--- src/rtl/rs_alloc_ctrl_pkg.sv ---
// Shared definitions for the reservation-station allocation controller.
// Purpose : per-RS-type entry-count constants used as parameter defaults,
//           plus the dispatch slot-mode encoding used by the entry steering.
// Ports   : none (package).
package rs_alloc_ctrl_pkg;

    // Entry counts / index widths per reservation-station type.
    localparam int RS_ALU_ENT_NUM    = 8;
    localparam int RS_ALU_ENT_SEL    = 3;
    localparam int RS_MUL_ENT_NUM    = 4;
    localparam int RS_MUL_ENT_SEL    = 2;
    localparam int RS_LDST_ENT_NUM   = 8;
    localparam int RS_LDST_ENT_SEL   = 3;
    localparam int RS_BRANCH_ENT_NUM = 4;
    localparam int RS_BRANCH_ENT_SEL = 2;

    // Which dispatch slots target this RS this cycle, as {req2, req1}.
    typedef enum logic [1:0] {
        SLOT_NONE   = 2'b00,
        SLOT_1_ONLY = 2'b01,
        SLOT_2_ONLY = 2'b10,
        SLOT_BOTH   = 2'b11
    } slot_mode_e;

endpackage

--- src/rtl/rs_rrselect.sv ---
// Round-robin selector.
// Purpose : picks the first set bit of vec at or above ptr, wrapping past
//           the top index back to 0.
// Ports   : vec   - candidate bit vector
//           ptr   - starting index of the search
//           valid - any bit of vec set
//           sel   - chosen index (0 when valid=0)
module rs_rrselect #(
    parameter int ENT_NUM = 8,
    parameter int ENT_SEL = 3
) (
    input  logic [ENT_NUM-1:0] vec,
    input  logic [ENT_SEL-1:0] ptr,
    output logic               valid,
    output logic [ENT_SEL-1:0] sel
);

    logic               found;
    logic [ENT_SEL-1:0] idx;

    always_comb begin
        valid = |vec;
        sel   = '0;
        found = 1'b0;
        idx   = '0;
        for (int i = 0; i < ENT_NUM; i++) begin
            // ENT_NUM is a power of two, so the index addition wraps on its own.
            idx = ptr + ENT_SEL'(i);
            if (!found && vec[idx]) begin
                sel   = idx;
                found = 1'b1;
            end
        end
    end

endmodule

--- src/rtl/rs_alloc_ctrl.sv ---
// Reservation-station allocation / issue controller.
// Purpose : tracks entry occupancy, hands out up to two free entries per
//           cycle to the dispatch slots (all-or-nothing), and selects one
//           busy+ready entry per cycle for issue in round-robin order.
// Ports   : clk, reset (async, active-low)
//           req1/req2/req_num  - dispatch requests and their count
//           stall_in, kill     - dispatch stall, full flush
//           ready_vec          - per-entry operands-ready
//           issue_ack          - functional unit takes issue_sel
//           allocatable, we1/we2, alloc_ent1/alloc_ent2 - allocation result
//           busy_vec, free_cnt - registered occupancy state
//           issue_valid, issue_sel - issue selection
module rs_alloc_ctrl
    import rs_alloc_ctrl_pkg::*;
#(
    parameter int ENT_NUM = RS_ALU_ENT_NUM,
    parameter int ENT_SEL = RS_ALU_ENT_SEL
) (
    input  logic               clk,
    input  logic               reset,
    input  logic               req1,
    input  logic               req2,
    input  logic [1:0]         req_num,
    input  logic               stall_in,
    input  logic               kill,
    input  logic [ENT_NUM-1:0] ready_vec,
    input  logic               issue_ack,
    output logic               allocatable,
    output logic               we1,
    output logic               we2,
    output logic [ENT_SEL-1:0] alloc_ent1,
    output logic [ENT_SEL-1:0] alloc_ent2,
    output logic [ENT_NUM-1:0] busy_vec,
    output logic [ENT_SEL:0]   free_cnt,
    output logic               issue_valid,
    output logic [ENT_SEL-1:0] issue_sel
);

    localparam int CW = ENT_SEL + 1;

    logic [ENT_NUM-1:0] busy_q, busy_d;
    logic [CW-1:0]      free_cnt_q, free_cnt_d;
    logic [ENT_SEL-1:0] rr_ptr_q, rr_ptr_d;

    logic [ENT_SEL-1:0] free_a, free_b;
    logic               found_a, found_b;
    logic               fire;
    slot_mode_e         mode;
    logic [ENT_NUM-1:0] candidates;
    logic               cand_valid;
    logic [ENT_SEL-1:0] cand_sel;
    logic               issue_fire;

    // Lowest (A) and second-lowest (B) free entries from registered state only,
    // so entries released this cycle are not reused until the next one.
    always_comb begin
        free_a  = '0;
        free_b  = '0;
        found_a = 1'b0;
        found_b = 1'b0;
        for (int i = 0; i < ENT_NUM; i++) begin
            if (!busy_q[i]) begin
                if (!found_a) begin
                    free_a  = ENT_SEL'(i);
                    found_a = 1'b1;
                end else if (!found_b) begin
                    free_b  = ENT_SEL'(i);
                    found_b = 1'b1;
                end
            end
        end
    end

    // All-or-nothing: if both slots cannot be served, neither is.
    assign allocatable = (free_cnt_q >= CW'(req_num));
    assign fire        = allocatable & ~stall_in & ~kill;
    assign we1         = req1 & fire;
    assign we2         = req2 & fire;
    assign mode        = slot_mode_e'({req2, req1});

    always_comb begin
        alloc_ent1 = '0;
        alloc_ent2 = '0;
        case (mode)
            SLOT_BOTH: begin
                alloc_ent1 = free_a;
                alloc_ent2 = free_b;
            end
            SLOT_1_ONLY: alloc_ent1 = free_a;
            SLOT_2_ONLY: alloc_ent2 = free_a;
            default: ;
        endcase
    end

    // Only registered occupancy feeds issue: no same-cycle alloc-to-issue path.
    assign candidates = busy_q & ready_vec;

    rs_rrselect #(
        .ENT_NUM (ENT_NUM),
        .ENT_SEL (ENT_SEL)
    ) u_rrselect (
        .vec   (candidates),
        .ptr   (rr_ptr_q),
        .valid (cand_valid),
        .sel   (cand_sel)
    );

    assign issue_valid = cand_valid & ~kill;
    assign issue_sel   = cand_sel;
    assign issue_fire  = issue_valid & issue_ack;

    // Allocated entries are free and issued ones busy, so the set and clear
    // below never touch the same bit.
    always_comb begin
        busy_d     = busy_q;
        free_cnt_d = free_cnt_q;
        rr_ptr_d   = rr_ptr_q;
        if (kill) begin
            busy_d     = '0;
            free_cnt_d = CW'(ENT_NUM);
            rr_ptr_d   = '0;
        end else begin
            if (we1) busy_d[alloc_ent1] = 1'b1;
            if (we2) busy_d[alloc_ent2] = 1'b1;
            if (issue_fire) begin
                busy_d[issue_sel] = 1'b0;
                rr_ptr_d          = issue_sel + 1'b1;
            end
            free_cnt_d = free_cnt_q + CW'(issue_fire) - CW'(we1) - CW'(we2);
        end
    end

    always_ff @(posedge clk or negedge reset) begin
        if (!reset) begin
            busy_q     <= '0;
            free_cnt_q <= CW'(ENT_NUM);
            rr_ptr_q   <= '0;
        end else begin
            busy_q     <= busy_d;
            free_cnt_q <= free_cnt_d;
            rr_ptr_q   <= rr_ptr_d;
        end
    end

    assign busy_vec = busy_q;
    assign free_cnt = free_cnt_q;

endmodule

--- config.mk ---
export PLATFORM = sky130hd
export DESIGN_NAME = rs_alloc_ctrl
export DESIGN_NICKNAME = d
export VERILOG_FILES = /design/src/rtl/rs_alloc_ctrl_pkg.sv /design/src/rtl/rs_rrselect.sv /design/src/rtl/rs_alloc_ctrl.sv
export SDC_FILE = /design/constraint.sdc
export NUM_CORES = 1
export LEC_CHECK = 0
export CAP_MARGIN = 20
export CELL_PAD_IN_SITES_DETAIL_PLACEMENT = 0
export CELL_PAD_IN_SITES_GLOBAL_PLACEMENT = 1
export CORE_MARGIN = 4
export CORE_UTILIZATION = 44
export CTS_CLUSTER_SIZE = 14
export DETAILED_ROUTE_END_ITERATION = 16
export GPL_ROUTABILITY_DRIVEN = 0
export PLACE_DENSITY = 0.86
export SYNTH_ARGS = -nofsm -noshare
export SYNTH_HDL_FRONTEND = slang
export SYNTH_SLANG_ARGS = --single-unit
export TNS_END_PERCENT = 30
--- constraint.sdc ---
create_clock -name clk -period 9.25 [get_ports clk]
set_input_delay 1.3875 -clock clk [delete_from_list [all_inputs] [get_ports clk]]
set_output_delay 1.3875 -clock clk [all_outputs]
set_load 0.01 [all_outputs]
# == After elaboration in Yosys (flattened, before gate mapping) ==
# Cells that the tools add are included.
# totals
reg_bits,15
inputBits,17
out_inout_bits,25
# classes
magnitude_cmp,15
eq_ne,3
add_sub_neg,11
muxes,100
bitwise,13
n_reduce_logical,20
# op_table
operator,n
3-bit two-way mux,41
8-bit two-way mux,6
3-bit by 4-bit less-than comparator with 1-bit output (second input constant),11
1-bit two-way mux,40
1-bit binary-select mux with 3-bit select,8
8-bit AND,2
8-bit OR,2
3-bit adder (second input constant),4
1-bit logical AND,10
1-bit demux with 3-bit select,3
3-bit by 1-bit >= comparator with 1-bit output (second input constant),3
8-bit inverter,1
8-bit OR reduction,1
4-bit by 1-bit subtractor with 4-bit output,2
1-bit logical NOT,7
3-bit by 1-bit adder with 3-bit output (second input constant),2
3-bit by 2-bit adder with 3-bit output (second input constant),2
1-bit AND,6
3-bit case mux with 2 select lines,1
4-bit by 1-bit adder with 4-bit output,1
2-bit equality test (second input constant),2
4-bit by 2-bit >= comparator with 1-bit output,1
4-bit two-way mux,1
2-bit by 1-bit equality test with 1-bit output (second input constant),1
other kinds (3),4

# == Longest topological paths before layout ==
# logic_depth
ltp_word,33
ltp_mapped,14

# == By module ==
# A second synthesis with hierarchy kept.
# unflattened
cells_unflattened,332
hier_area_um2,2849.0
# by_module_without_submodules
mod,seq_area_each_um2,cells_per_inst,n_inst,area_each_um2
rs_alloc_ctrl,376.6,216,1,1735.4
rs_rrselect,0.0,116,1,1113.6

# == Worst setup path after synthesis ==
# No wires, ideal clock.
# synth_path
path_kind,input to output
from,input port ready_vec[4]
to,output port issue_sel[2]
path_buffers,0
slack_ns,4.406
required_time_ns,7.863
path_stages,7
arrival_ns,3.457
path_cell_list,and2_1 > mux4_2 > mux2i_4 > or4b_4 > or3_4 > a22oi_4 > inv_1
# synth_between
elab_chain_cells,25
# synth_lines
element,line,text
from (decl),rs_alloc_ctrl.sv:26,"input logic [ENT_NUM-1:0] ready_vec,"
8-bit AND *,rs_alloc_ctrl.sv:96,assign candidates = busy_q & ready_vec;
1-bit binary-select mux with 3-bit select,rs_rrselect.sv:29,if (!found && vec[idx]) begin
1-bit two-way mux (implied by the code),rs_rrselect.sv:29,
1-bit two-way mux,rs_rrselect.sv:29,
1-bit logical NOT,rs_rrselect.sv:29,
1-bit logical AND,rs_rrselect.sv:29,
1-bit two-way mux,rs_rrselect.sv:29,
1-bit logical NOT,rs_rrselect.sv:29,
(+9 left out),--,
1-bit logical AND,rs_rrselect.sv:29,
1-bit two-way mux,rs_rrselect.sv:29,
1-bit logical NOT,rs_rrselect.sv:29,
1-bit logical AND,rs_rrselect.sv:29,
1-bit two-way mux,rs_rrselect.sv:29,
1-bit logical NOT,rs_rrselect.sv:29,
1-bit logical AND,rs_rrselect.sv:29,
3-bit two-way mux *,rs_rrselect.sv:29,
to (decl),rs_alloc_ctrl.sv:36,output logic [ENT_SEL-1:0] issue_sel
# Every way passes the cells marked *; elsewhere a longest branch is shown, timed or not. The select of a mux whose other input is x is not followed.

# == Worst setup path in the final report ==
# layout_path
from,register rr_ptr_q[1]
to,output port issue_sel[0]
# layout_between
elab_chain_cells,24
# layout_lines
element,line,text
from (decl),rs_alloc_ctrl.sv:43,"logic [ENT_SEL-1:0] rr_ptr_q, rr_ptr_d;"
from (signal assigned),rs_alloc_ctrl.sv:141,rr_ptr_q <= rr_ptr_d;
branches (longest 23 deep; another with 3-bit by 1-bit adder with 3-bit output),--,
3-bit two-way mux *,rs_rrselect.sv:29,
# Every way passes the cells marked *. The select of a mux whose other input is x is not followed.

==> metrics.md <==
| Metric | Value |
|---|---|
| Area added between synthesis and finish | `16.42%` |
| Worst Hold End | `free_cnt[3]` |
| CTS root buf | `clkbuf_8` |
| Post-Syn Area | `2705 µm²` |
| Crit path time final | `6.025 ns` |
| # IOs | `42` |
| Post-Synth XOR/XNOR Area | `2.498%` |
| Terminus of the critical flop-to-flop path | `busy_vec[1]` |
| CTS Buf Count | `3` |
| Number of synthesized register bits | `15` |
| Final HPWL DP | `6231 µm` |
| Crit end category | `output pin` |
| Top FF cell, synth | `dfrtp_1` |
| Syn Area/Cell | `8.027 µm²` |
| Seq/Total Area, Yosys | `13.92%` |
| Post-CTS Setup Inserts | `0` |
| MaxCap Viol Count | `0` |
| Syn nets | `371` |
| Worst IR Drop VDD | `0.1104 mV` |
| CTS sink cnt | `15` |
| Die width | `86.41 µm` |
| Post-Synth Adder-Cell Area | `8.418%` |
| WP data arrival | `4.64 ns` |
| Total track usage | `22.11%` |
| Crit path max-delay cell type | `dfrtp_1` |
| Compound-cell area share of the yosys netlist | `30.20%` |
| Actual slew at the worst max-slew pin | `0.7413 ns` |
| Fmax | `166.0 MHz` |
| Antenna cells | `0` |
| DR WL/cell | `18.83 µm` |
| Flop pwr share | `32.1%` |
| Setup WS post-layout | `3.225 ns` |
| Share of cells above drive strength 1 | `10.25%` |
| Hold path startpoint | `free_cnt[3]` |
| Clk slew on worst S/H paths | `0.06 ns` |
| Initial DRC count | `224` |
| Htree depth | `1` |
| Global route overflow | `0` |
| Post-Synth Simple-Gate Area | `22.94%` |
| Largest net degree at the start of global routing | `30` |
| First-pass DRT Iterations | `5` |
| Die Ht | `86.41 µm` |
| Async SR Flop Fraction | `100.0%` |
| Share of the synthesized area in the top cell type | `12.95%` |
| Yosys cell types | `74` |
| Main combinational cell family by area after synthesis | `compound AO/OA/AOI/OAI gates` |
| Critical path launch point type | `flop` |
| Final hold violation count | `0` |
| Max_slew headroom | `50.06%` |
| Post-place setup slack | `3.314 ns` |
| Sw Pwr | `0.00008874 W` |
| Met1 Use GR | `31.58%` |
| Vias in the first global route | `2637` |
| Outcome | `finished, final reports clean` |
| FP Rows | `28` |
| Final period util | `65.14%` |
| Crit-path leading delay family | `simple AND/OR/NAND/NOR gates` |
| Later-pin clock latency in the skew report | `0.24 ns` |
| Total core area | `5956 µm²` |
| Pwr/cell area | `78.75 nW/µm²` |
| Comb pwr share | `46.7%` |
| Clk_skew | `0.003062 ns` |
| Routed WL | `8210 µm` |
| Remaining antenna violation count | `0` |
| # resized after CTS | `0` |
| Yosys warns | `0` |
| Worst Reg-to-Reg Cells | `9` |
| Via count | `2787` |
| CP Cell Sequence | `inv_1 -> ha_1 -> xnor2_2 -> mux4_2 -> or4b_4 -> nor4_1 -> o2bb2ai_1 -> nand2_1 -> clkdlybuf4s50_1` |
| Area contributors post-synth | `dfrtp_1 (13%), mux4_2 (8.3%), ha_1 (6.9%)` |
| M3 GR Usage | `1.521%` |
| Count leader, synth | `inv_1` |
| WS Path Type | `flop to output pin` |
| Hold buffer count at cts | `0` |
| Sw Ratio | `35.78%` |
| CTS Buffer Depth | `2` |
| WHS Path Cells | `4` |
| Vias per Instance | `6.392` |
| Die area | `7467 µm²` |
| GR Util met2 | `36.51%` |
| EDFF count, synth | `0` |
| Max Slew Vio Count | `0` |
| DRC viols | `0` |
| CP bufs+invs | `2` |
| Nets | `396` |
| First-pass GRT wire length | `13340 µm` |
| Cell taking the most area after synthesis | `dfrtp_1` |
| Stages on worst setup path | `9` |
| RSZ-0062 raised after global routing | `false` |
| Min-delay worst type | `flop to flop` |
| Clk network pwr share | `21.2%` |
| Initial core utilization | `45.42%` |
| CP max FO | `18` |
| Antenna violations before repair | `0` |
| R2r setup slk | `4.85 ns` |
| Critical R2R Launch | `rr_ptr_q[1]` |
| Critical Path Max Stage Delay | `0.76 ns` |
| Leak | `1.245 nW` |
| CTS tree | `built` |
| Final core occ | `52.88%` |
| IO Port Bufs | `41` |
| Mapped Cells | `337` |
| Final setup TNS | `0 ns` |
| Busiest grt layer | `met2` |
| Int Pwr | `0.0001593 W` |
| Mux cell area share after synthesis | `13.64%` |
| CP Data Required Time | `7.86 ns` |
| Top cells by count, synth | `inv_1 (28), nand2_1 (24), a21oi_1 (18)` |
| Final setup violation count | `0` |
## state kept, by name (all words and copies together), names as in the netlist
signal,count
rr_ptr_q,3
busy_vec,8
free_cnt,4
## cells in the final DEF (no fill, tap or decap), drive strengths merged, types with 5 or more instances in the layout
master         count
clkdlybuf4s50     41
inv               29
nand2             24
a21oi             18
nor2              17
and2              15
ha                15
o21ai             15
dfrtp             14
nand3             13
mux4              11
nand2b            10
mux2i              9
nor2b              8
a31oi              8
a211oi             8
o211ai             7
a311oi             6
or3                6
or2                5
## final cells by class
class,count,area [µm²]
fillers,572,2806
multi-input cells,270,2102
repair buffers,42,417.9
flip-flops and latches,15,376.6
inverters,30,112.6
well taps,75,93.84
clock buffers,3,41.29
clock inverters,1,5.005
## worst max path at each step
stage,slack (ns),endpoint,startpoint
global placement,3.34,issue_sel[2],ready_vec[5]
global route,2.99,issue_sel[0],rr_ptr_q[1]
finish,3.22,issue_sel[0],rr_ptr_q[1]
CTS,3.28,issue_sel[2],ready_vec[5]
floorplan,4.41,issue_sel[2],ready_vec[4]
detailed placement,3.31,issue_sel[2],ready_vec[5]
## kinds of logic (layout without fill, tap and decap cells)
group / Yosys count / count (layout)
flip-flops: 15 / 15
buffers and inverters: 52 / 76
XOR/XNOR: 6 / 6
AO/OA/AOI/OAI: 112 / 112
AND/OR/NAND/NOR: 114 / 114
adder cells (fa/ha/maj): 17 / 17
multiplexers: 21 / 21
## power groups by stage
stage                      logic, W  clock network [W]  registers, W
final                      0.000116          0.0000526     0.0000796
after global placement     0.000115                  0     0.0000808
after detailed placement   0.000116                  0     0.0000807
after global routing       0.000131          0.0000578     0.0000810
after floorplan           0.0000683                  0     0.0000819
after CTS                  0.000117          0.0000542     0.0000798
## tightest hold or removal path, cell delays in order (launching register included)
cell	delay, ns
dfstp_2	0.37
inv_1	0.06
ha_1	0.13
xor2_1	0.06
nand2b_1	0.06
## metrics by stage
stage | hold WS, ns | power, W | cell area [µm²] | cells
global route | 0.7631 | 0.0002695 | 3149 | 436
global placement | 0.6902 | 0.0001955 | 3103 | 432
detailed placement | 0.7106 | 0.0001965 | 3103 | 432
floorplan | 0.7008 | 0.0001501 | 2705 | 337
finish | 0.7180 | 0.0002480 | 3149 | 436
CTS | 0.7317 | 0.0002512 | 3149 | 436
## metal layers
| metal | share of wire (%) | vias to the layer above |
|---|---|---|
| met2 | 47 | 161 |
| met1 | 45 | 1294 |
| met4 | 1.4 | 0 |
| met5 | 0 | - |
| met3 | 7.1 | 10 |
| li1 | - | 1322 |
Power figures use the tool's default switching activity.
